--- config.mk ---
export PLATFORM = sky130hd
export DESIGN_NAME = instr_fetch_decode
export DESIGN_NICKNAME = d
export VERILOG_FILES = /design/src/rtl/instr_fetch_decode.sv
export SDC_FILE = /design/constraint.sdc
export NUM_CORES = 2
export LEC_CHECK = 0
export CAP_MARGIN = 40
export CORE_MARGIN = 2
export CORE_UTILIZATION = 45
export DETAILED_ROUTE_END_ITERATION = 6
export PLACE_DENSITY = 0.61
export SYNTH_ARGS = -nofsm -noshare
export SYNTH_HDL_FRONTEND = slang
export SYNTH_SLANG_ARGS = --single-unit
--- constraint.sdc ---
create_clock -name clk -period 9.6 [get_ports clk]
set_input_delay 1.92 -clock clk [delete_from_list [all_inputs] [get_ports clk]]
set_output_delay 1.92 -clock clk [all_outputs]
set_load 0.1 [all_outputs]
--- src/rtl/instr_fetch_decode.sv ---
// Instruction fetch and decode stage: byte-wide program memory, 16-entry jump-label
// table, IDLE/RUN/HALT sequencer and a registered decode slot with valid/ready handshake.
module instr_fetch_decode #(
  parameter int PC_W  = 16,
  parameter int DEPTH = 256
) (
  input  logic            clk,
  input  logic            reset,
  input  logic            start,
  input  logic            prog_we,
  input  logic [PC_W-1:0] prog_addr,
  input  logic [7:0]      prog_data,
  input  logic            lbl_we,
  input  logic [3:0]      lbl_addr,
  input  logic [PC_W-1:0] lbl_data,
  input  logic            redirect_valid,
  input  logic [PC_W-1:0] redirect_pc,
  input  logic            out_ready,
  output logic            out_valid,
  output logic [PC_W-1:0] out_pc,
  output logic [1:0]      format,
  output logic [3:0]      opcode,
  output logic [2:0]      reg1_i,
  output logic [2:0]      reg2_i,
  output logic [2:0]      reg_o,
  output logic [2:0]      imm,
  output logic            imm_flag,
  output logic [PC_W-1:0] jmp_loc,
  output logic            halted,
  output logic            busy
);

  localparam int            AW      = (DEPTH > 1) ? $clog2(DEPTH) : 1;
  localparam logic [PC_W:0] DEPTH_W = (PC_W + 1)'(DEPTH);
  localparam logic [7:0]    HALT_INSTR = 8'hE0;

  typedef enum logic [1:0] {S_IDLE, S_RUN, S_HALT} state_t;
  typedef enum logic [1:0] {FMT_C = 2'b00, FMT_I = 2'b01, FMT_M = 2'b10, FMT_X = 2'b11} fmt_t;

  // NOTE: storage arrays are deliberately left out of reset; a reset must not wipe the
  // loaded program or labels, and unreset arrays map cleanly onto RAM primitives.
  logic [7:0]      mem    [DEPTH] = '{default: HALT_INSTR};
  logic [PC_W-1:0] labels [16]    = '{default: '0};

  state_t          state;
  logic [PC_W-1:0] pc;

  logic            pc_in_range;
  logic            prog_in_range;
  logic [7:0]      instr;
  logic [3:0]      d_op;
  fmt_t            d_fmt;
  logic [2:0]      d_r1;
  logic [2:0]      d_r2;
  logic [2:0]      d_ro;
  logic [2:0]      d_imm;
  logic            d_imm_flag;
  logic [PC_W-1:0] d_jmp;
  logic            fetch;

  assign pc_in_range   = ({1'b0, pc} < DEPTH_W);
  assign prog_in_range = ({1'b0, prog_addr} < DEPTH_W);

  always_ff @(posedge clk) begin
    if (!reset && prog_we && (state != S_RUN) && prog_in_range)
      mem[prog_addr[AW-1:0]] <= prog_data;
  end

  always_ff @(posedge clk) begin
    if (!reset && lbl_we)
      labels[lbl_addr] <= lbl_data;
  end

  // NOTE: every signal gets a default before the case so no path leaves one unassigned,
  // which would otherwise infer a latch.
  always_comb begin
    instr      = pc_in_range ? mem[pc[AW-1:0]] : HALT_INSTR;
    d_op       = instr[7:4];
    d_fmt      = FMT_M;
    d_r1       = 3'd0;
    d_r2       = 3'd0;
    d_ro       = 3'd0;
    d_imm      = instr[3:1];
    d_imm_flag = instr[0];
    d_jmp      = '0;

    case (d_op)
      4'b0010, 4'b0100: d_fmt = FMT_C;
      4'b1001, 4'b1101: d_fmt = FMT_I;
      4'b1110:          d_fmt = FMT_X;
      default:          d_fmt = FMT_M;
    endcase

    case (d_fmt)
      FMT_C: begin
        d_ro  = instr[0] ? 3'd3 : 3'd2;
        d_jmp = labels[instr[3:0]];
      end
      FMT_I: begin
        d_r1 = instr[3:1];
        d_r2 = instr[3:1] + 3'd1;
        d_ro = instr[3:1];
      end
      FMT_M: begin
        // MVB moves high bank into low bank, the reverse of every other M-type op.
        if (d_op == 4'b0101) begin
          d_r1 = {1'b1, instr[1:0]};
          d_ro = {1'b0, instr[3:2]};
        end else begin
          d_r1 = {1'b0, instr[3:2]};
          d_r2 = {1'b0, instr[3:2]} + 3'd1;
          d_ro = {1'b1, instr[1:0]};
        end
        d_jmp = labels[{2'b11, instr[1:0]}];
      end
      default: begin
        d_imm      = 3'd0;
        d_imm_flag = 1'b0;
      end
    endcase
  end

  assign fetch = (!out_valid || out_ready) && !redirect_valid;

  // NOTE: all state here is updated with non-blocking assignments so every register
  // samples pre-edge values regardless of statement order.
  always_ff @(posedge clk) begin
    if (reset) begin
      state     <= S_IDLE;
      pc        <= '0;
      out_valid <= 1'b0;
      out_pc    <= '0;
      format    <= 2'b00;
      opcode    <= 4'd0;
      reg1_i    <= 3'd0;
      reg2_i    <= 3'd0;
      reg_o     <= 3'd0;
      imm       <= 3'd0;
      imm_flag  <= 1'b0;
      jmp_loc   <= '0;
    end else begin
      case (state)
        S_RUN: begin
          if (redirect_valid) begin
            pc        <= redirect_pc;
            out_valid <= 1'b0;
          end else if (fetch) begin
            pc        <= pc + PC_W'(1);
            out_valid <= 1'b1;
            out_pc    <= pc;
            format    <= d_fmt;
            opcode    <= d_op;
            reg1_i    <= d_r1;
            reg2_i    <= d_r2;
            reg_o     <= d_ro;
            imm       <= d_imm;
            imm_flag  <= d_imm_flag;
            jmp_loc   <= d_jmp;
            if (d_fmt == FMT_X)
              state <= S_HALT;
          end
        end
        S_IDLE, S_HALT: begin
          if (start) begin
            state     <= S_RUN;
            pc        <= '0;
            out_valid <= 1'b0;
          end else if (out_valid && out_ready) begin
            // The HALT instruction stays presented until the consumer takes it.
            out_valid <= 1'b0;
          end
        end
        default: state <= S_IDLE;
      endcase
    end
  end

  assign busy   = (state == S_RUN);
  assign halted = (state == S_HALT);

endmodule

==> After elaboration in Yosys (flattened, before gate mapping) <==
Memories as Yosys holds them, arrays and structs flattened. A register that Yosys moved wholly into a read port is not among the register bits.
Cells that the tools add are included.
{ "word_totals": {"reg_bits": 70, "latchBits": 0, "mem_bits_rw": 2304, "romBits": 0, "input_bits": 67, "out_inout_bits": 54, "wordCells": 91, "mem_count": 2} }
{ "op_classes": {"addsub": 3, "multipliers": 0, "n_div": 0, "order_cmp": 2, "n_eq_ne": 18, "n_shift": 0, "mux": 32, "bitwise": 1, "n_reduce_logical": 21} }
{ "memory_table": {"columns": ["memory", "depth", "word_bits", "rd", "rd_clocked_by_memory_dff", "write_ports", "line_no", "rtl"], "rows": [
  ["mem", 256, 8, 1, 1, 1, "42", "logic [7:0] mem [DEPTH] = '{default: HALT_INSTR};"],
  ["labels", 16, 16, 2, 0, 1, "43", "logic [PC_W-1:0] labels [16] = '{default: '0};"]
]} }
{ "ops": {"columns": ["operator", "n"], "rows": [
  ["16-bit case mux with 2 select lines", 2],
  ["16-bit 2-to-1 mux", 3],
  ["16-bit by 9-bit < comparator with 1-bit output, second input constant", 2],
  ["8-bit 2-to-1 mux", 3],
  ["16-bit by 1-bit adder with 16-bit output, second input constant", 1],
  ["4-bit equality test, second input constant", 3],
  ["3-bit 2-to-1 mux", 4],
  ["3-bit case mux with 2 select lines", 2],
  ["1-bit 2-to-1 mux", 10],
  ["3-bit case mux with 3 select lines", 1],
  ["3-bit AND reduction", 3],
  ["4-bit by 3-bit equality test with 1-bit output, second input constant", 2],
  ["2-bit 2-to-1 mux", 4],
  ["2-bit equality test, second input constant", 3],
  ["1-bit logical AND", 6],
  ["2-bit by 1-bit inequality test with 1-bit output, second input constant", 3],
  ["2-bit case mux with 3 select lines", 1],
  ["2-bit OR reduction", 3],
  ["2-bit by 1-bit equality test with 1-bit output, second input constant", 2],
  ["4-bit by 2-bit equality test with 1-bit output, second input constant", 1],
  ["2-bit logical NOT", 2],
  ["2-bit inequality test, second input constant", 2],
  ["2-bit case mux with 2 select lines", 1],
  ["4-bit AND reduction", 1],
  ["10 further kinds", 12]
]} }

==> Longest topological paths before layout <==
{ "logic_depth": {"word_depth": 10, "mapped_depth": 20, "ltp_nobuf": 12} }

==> Worst setup path before layout <==
OpenSTA, ideal clock, no wires.
{ "synth_path": {"kind": "input to register", "start": "input port reset", "end": "memory labels[2][0], enable pin", "setup_ps": 409, "arrival_time_ps": 3883, "slack_ps": 5307, "cell_stages": 4, "n_path_buf": 1, "path_cell_list": "clkbuf_1 nand2b_1 or3b_2 nor3_1"} }
{ "synth_between": {"elab_chain_len": 4} }
{ "synth_rtl": {"columns": ["element", "line_no", "rtl"], "rows": [
  ["from (decl)", "8", "input logic reset,"],
  ["1-bit logical NOT", "70", "if (!reset && lbl_we)"],
  ["1-bit logical AND", "70", null],
  ["1-bit 2-to-1 mux", "70", null],
  ["1-bit 2-to-1 mux (implied by the code)", "71", "labels[lbl_addr] <= lbl_data;"],
  ["to (decl)", "43", null]
]} }
Every way passes these cells.

==> out/qor.yml <==
outcome: "completed"
use_met1_pct: 35.35
netlist_area_um2: 93860
ctsResizeCount: 0
drv_cap: 0
grt_pass1_wl_um: 373700
netlist_instances: 4833
crit_path_start_kind: "register"
drv_slew: 0
ys_top_cells_by_area: "edfxtp_1, mux4_2, mux2i_1"
antenna_left: 0
gr-usage-all-layers_pct: 24.78
clock_path_buffers: 3
place_ws_ns: 3.719
postCtsHoldBufs: 0
final_nets: 5268
fp.coreArea_um2: 207300
ys_async_sr_fraction_pct: 0
die_h_um: 460.7
grt_overflow: 0
synth_seq_cells: 2382
drcViolationCount: 0
min_path_type: "reg -> reg"
wl_um: 263500
synthFlopType: "edfxtp_1"
final_hold_viol_count: 0
period_minus_slack_ns: 5.834
slew_headroom_pct: 29.49
num_io_pins: 121
powerDensity_nw_per_um2: 208.6
switching_share_pct: 23.06
post_cts_buffers: 0
area_delta_synth_final_pct: 15.43
dieWidth_um: 460.7
fill_cells: 16351
initial_core_util_pct: 45.28
dp_hpwl_um: 168600
antenna_found_initial: 6
fmax_mhz: 171.4
cts-root-buf: "clkbuf_16"
avgSynthCellArea_um2: 19.42
wl_per_cell_um: 32.15
final_util_pct: 52.27
tns_ns: 0
seq_area_frac_synth_pct: 75.38
worst_slack_ns: 3.766
drive_above_1_share_pct: 22.74
ys_warn_count: 0
finClkSkew_ns: 0.08424
ys_types: 101
finish.instance_area_um2: 108300
die-area_um2: 212200
gp_congestion: 0.9037
cpMaxStageDelayCell: "dfxtp_4"
irDropWorstVdd_v: 0.0002118
htree_levels: 4
grt_use_met3_pct: 4.980
portBuffers: 120
tightestPinTransition_ns: 1.043
worstPathArrival_ns: 6.64
setup_viol: 0
end_kind: "register"
required_ns: 10.41
grt_pass1_vias: 48936
yosys.area.top_type: "edfxtp_1"
synth_edf_count: 2304
pwr-share-comb_pct: 7.6
use_met2_pct: 37.88
clkLatencyLatePin_ns: 0.91
row_count: 167
rsz0062_at_grt: "false"
p_leak_uw: 0.03332
crit_chain: "buf_12 > mux4_2 > a22o_1 > a222oi_1 > nand4_1 > o22ai_1 > a2111o_1 > nor2_1 > o311ai_2 > nor2_1 > buf_4 > a22o_1 > a21o_1"
top_usage_layer: "met2"
intPower_uw: 17390
pwr-share-clk_pct: 41.8
cts_made_buffers: 234
cts_sinks: 2382
crit_fanout: 99
clkTransAtPathRegs_ns: 0.07
path_class: "reg -> reg"
drtIter0Drc: 7066
cts_tree: "yes"
vias_per_cell: 6.090
fin_crit_sh_pct: 60.77
switchingPower_uw: 5212
power_frac_seq_pct: 50.7
grt_max_degree: 125
syn-num-nets: 4903
drt_pre_antenna_iters: 6
num_vias: 49904
placement.cell_area_um2: 100300
critical-path-max-stage-delay_ns: 0.73
synth_top_area_share_pct: 73.72
-- registers in the layout, summed over array words and instances, names as in the netlist, 2 cells and up, named ones only --
name and count:
pc 16, labels 256, state 2, jmp_loc 16, out_pc 16, reg_o 3
format 2, opcode 4, reg1_i 3, reg2_i 3, imm 3, mem 2048
-- synthesized netlist by cell type (17+ instances only) --
cell,count
a211oi_1,19
a21oi_1,89
a221oi_1,27
a22oi_1,96
a31oi_1,26
and2_1,21
and3_1,20
buf_2,88
buf_4,55
buf_6,32
clkbuf_1,93
dfxtp_1,78
edfxtp_1,2304
mux2_2,32
mux2i_1,233
mux4_2,482
nand2_1,237
nand2b_1,22
nand3_1,62
nand4_1,17
nor2_1,384
nor2b_1,35
nor3_1,31
o211ai_1,19
o21ai_0,46
o22ai_1,20
-- placed cells by master, fill, tap and decap left out, types with 34 or more instances in the layout --
| master | synthesis | routed |
|---|---|---|
| o21ai_0 | 46 | 46 |
| clkbuf_1 | 93 | 41 |
| clkinv_1 | 0 | 43 |
| clkinv_2 | 0 | 43 |
| nand3_1 | 62 | 62 |
| edfxtp_1 | 2304 | 2304 |
| nor2b_1 | 35 | 34 |
| a21oi_1 | 89 | 89 |
| clkbuf_16 | 0 | 236 |
| clkdlybuf4s50_1 | 0 | 111 |
| dfxtp_1 | 78 | 71 |
| buf_4 | 55 | 186 |
| nor2_1 | 384 | 380 |
| a22oi_1 | 96 | 96 |
| nand2_1 | 237 | 228 |
| mux4_2 | 482 | 482 |
| mux2i_1 | 233 | 233 |
| buf_8 | 4 | 51 |
-- per-stage QoR --
step                total power, µW  hold slack (ns)  instances
finish                        22600           0.4543       8194
global placement              13280           0.4450       7566
global route                  23170           0.4783       8189
CTS                           22700           0.4581       8182
detailed placement            13370           0.4501       7744
floorplan                     12630           0.4531       4833
-- power groups by stage --
stage	sequential [µW]	clock [µW]	combinational, µW
floorplan	11700	0	891
global placement	11700	0	1600
detailed placement	11700	0	1700
CTS	11500	9540	1700
global route	11400	9940	1790
finish	11500	9440	1710
-- final cells by class --
cell class              count  area [µm²]  area share [%]
diodes                      6       15.01         0.01386
clock inverters           151        1793           1.655
flip-flops and latches   2382       70770           65.32
multi-input cells        2155       21490           19.83
well taps                2788        3488           3.220
repair buffers            413        4541           4.191
clock buffers             287        6197           5.720
inverters                  12       45.04         0.04158
-- cells by family (layout without fill, tap and decap cells) --
group	count (synthesis)	after routing	share of synthesized area, %
flops	2382	2382	75.38
other cells	0	6	0
xor+xnor	2	2	0.02667
compound gates	504	504	3.870
mux	752	752	14.53
buf+inv	296	863	1.825
simple gates	894	894	4.331
fa+ha+maj	3	3	0.04000
-- metal layers --
| metal | up-vias | routed length, µm |
|---|---|---|
| li1 | 20521 | - |
| met1 | 26363 | 107400 |
| met2 | 2540 | 121300 |
| met3 | 480 | 24210 |
| met4 | 0 | 10570 |
| met5 | - | 0 |
-- worst paths after layout --
check / startpoint / to / slack (ns) / cells after the start
max reg2reg: register / jmp_loc[12] / 3.77 / 13
max: register / jmp_loc[12] / 3.77 / 13
min reg2reg: out_pc[0] / out_pc[0] / 0.45 / 2
min: out_pc[0] / out_pc[0] / 0.45 / 2
-- worst max-delay path, delay by kind of cell, from the launching register on --
kind,cells,cell delay [ns]
DFF,1,0.73
buffers and inverters,2,0.79
and+or+nand+nor,3,0.52
AOI/OAI and AO/OA,7,2.70
muxes,1,0.67
(Power assumes the default switching activity.)
==> edit: new RTL, same settings <==
`PC_W`: 16 -> 18.
--- a/src/rtl/instr_fetch_decode.sv
+++ b/src/rtl/instr_fetch_decode.sv
@@ -2,5 +2,5 @@
 // table, IDLE/RUN/HALT sequencer and a registered decode slot with valid/ready handshake.
 module instr_fetch_decode #(
-  parameter int PC_W  = 16,
+  parameter int PC_W  = 18,
   parameter int DEPTH = 256
 ) (
Interface: changed (5 resized); port bits go from 121 to 131. The function was not compared with the original's and may differ.
==> edit against the unedited design <==
  * Sequential cell count up 38
  * Total power up 1.8%
  * Area after synthesis up 1.6%
  * Non-clock buffer count up 41
  * Wire length up 1.3%
  * Fmax down 6.5%
  * Setup slack worse by 0.40 ns
  * Via count up 2.3%
  * Critical path depth unchanged
  * Core utilization up 0.20 points
  * Clock skew down 0.029 ns
  * Combinational power up 9%
  * Design area up 1.7%
==> edit: results (changes against the unedited design) <==
INFO  outcome        result_of_the_run=finished, final reports clean
INFO  synthesis      yosys-top-cells-count=sky130_fd_sc_hd__edfxtp_1, sky130_fd_sc_hd__mux4_2, sky130_fd_sc_hd__nor2_1, sky130_fd_sc_hd__mux2i_1, sky130_fd_sc_hd__nand2_1
INFO  power          ir_drop=174uV [-18%]
INFO  finish         clock_distribution_area_overhead_in_the_final_layout=7.26% [-0.11 points]
INFO  finish         nNetsFinal=5376 [+2.1%]
INFO  finish         final.signal_buffer_count=454 [+9.9%]
INFO  finish         fraction_of_final_layout_cells_sized_beyond_drive_strength_1=23.3% [+0.58 points]
INFO  synthesis      synth_top_cells_by_area=sky130_fd_sc_hd__edfxtp_1, sky130_fd_sc_hd__mux4_2, sky130_fd_sc_hd__mux2i_1
INFO  global_route   routing_usage_on_met3=4.89% [-0.087 points]
INFO  finish         area_share_nonclk_buffers=4.39% [+0.20 points]
INFO  global_route   grt_use_met2=38.1% [+0.24 points]
INFO  synthesis      synth_compound_area_share=3.97% [+0.10 points]
INFO  synthesis      postSynthNetCount=4976 [+1.5%]
INFO  placement      dp_hpwl=166mm [-1.5%]
INFO  synthesis      gate_count_post_synth=4900 [+1.4%]
INFO  route          dr.first_iter.drc_count=7244 [+2.5%]
INFO  sta            clk_skew=0.0555ns [-0.0287 ns]
INFO  global_route   grt_start_max_net_pins=137 [+9.6%]
INFO  route          met2_wirelength=125mm [+3.0%]
INFO  finish         nFillCells=16400 [+0.037%]
INFO  synthesis      yosys.area_share.adder=0.0394% [-0.00061 points]
INFO  route          highest-signal-layer=met5
INFO  setup_path     ff2ff_setup_slack=3.36ns [-0.40 ns]
INFO  power          total_leakage_power=34.2nW [+2.7%]
INFO  placement      dp_cells=7860 [+1.5%]
INFO  route          routed_via_density=6.14 [+0.75%]
INFO  die            coreArea=210000um2 [+1.3%]
INFO  finish         layout.area.seq=71800um2 [+1.5%]
INFO  synthesis      synthesized_area_fraction_occupied_by_xor_and_xnor_cells=0.0368% [+0.010 points]
INFO  finish         antenna-diode-count=4 [-2]
INFO  global_route   first_global_vias=50800 [+3.8%]
INFO  setup_path     cpLargestDelayFamily=buffers and inverters
INFO  placement      place_area=102000um2 [+1.8%]
INFO  route          wl_met3=24.8mm [+2.3%]
INFO  global_route   grt_pass1_wl=381mm [+2.0%]
INFO  finish         num-nonclk-inverters=16 [+4]
INFO  setup_path     capturing_point_of_the_worst_reg2reg_path=jmp_loc[17]$_SDFFE_PP0P_
INFO  sta            fmax=0.160GHz [-6.5%]
INFO  synthesis      post_synthesis_mux_area_share=14.8% [+0.27 points]
==> edit: changes by cell type after synthesis, moves of 12 or more <==
cell,unedited run,this run
sky130_fd_sc_hd__nand2_1,237,212
sky130_fd_sc_hd__nor2_1,384,422
sky130_fd_sc_hd__o211ai_1,19,7
sky130_fd_sc_hd__a21oi_1,89,121
sky130_fd_sc_hd__a221oi_1,27,40
sky130_fd_sc_hd__mux4_2,482,506
sky130_fd_sc_hd__edfxtp_1,2304,2336
sky130_fd_sc_hd__buf_4,55,36
sky130_fd_sc_hd__o221ai_1,5,23
==> edit: worst min-delay path: cells and delay by family, from the launching register on <==
family,cells,cell delay (ns)
and+or+nand+nor,1,0.05
AOI/OAI and AO/OA,1,0.05
DFF,1,0.30
==> edit: where the power goes <==
part,total [mW],internal [mW],switching [mW]
Clock,9.53,5.44,4.08
Sequential,11.6,11.6,0.0297
Combinational,1.86,0.651,1.21
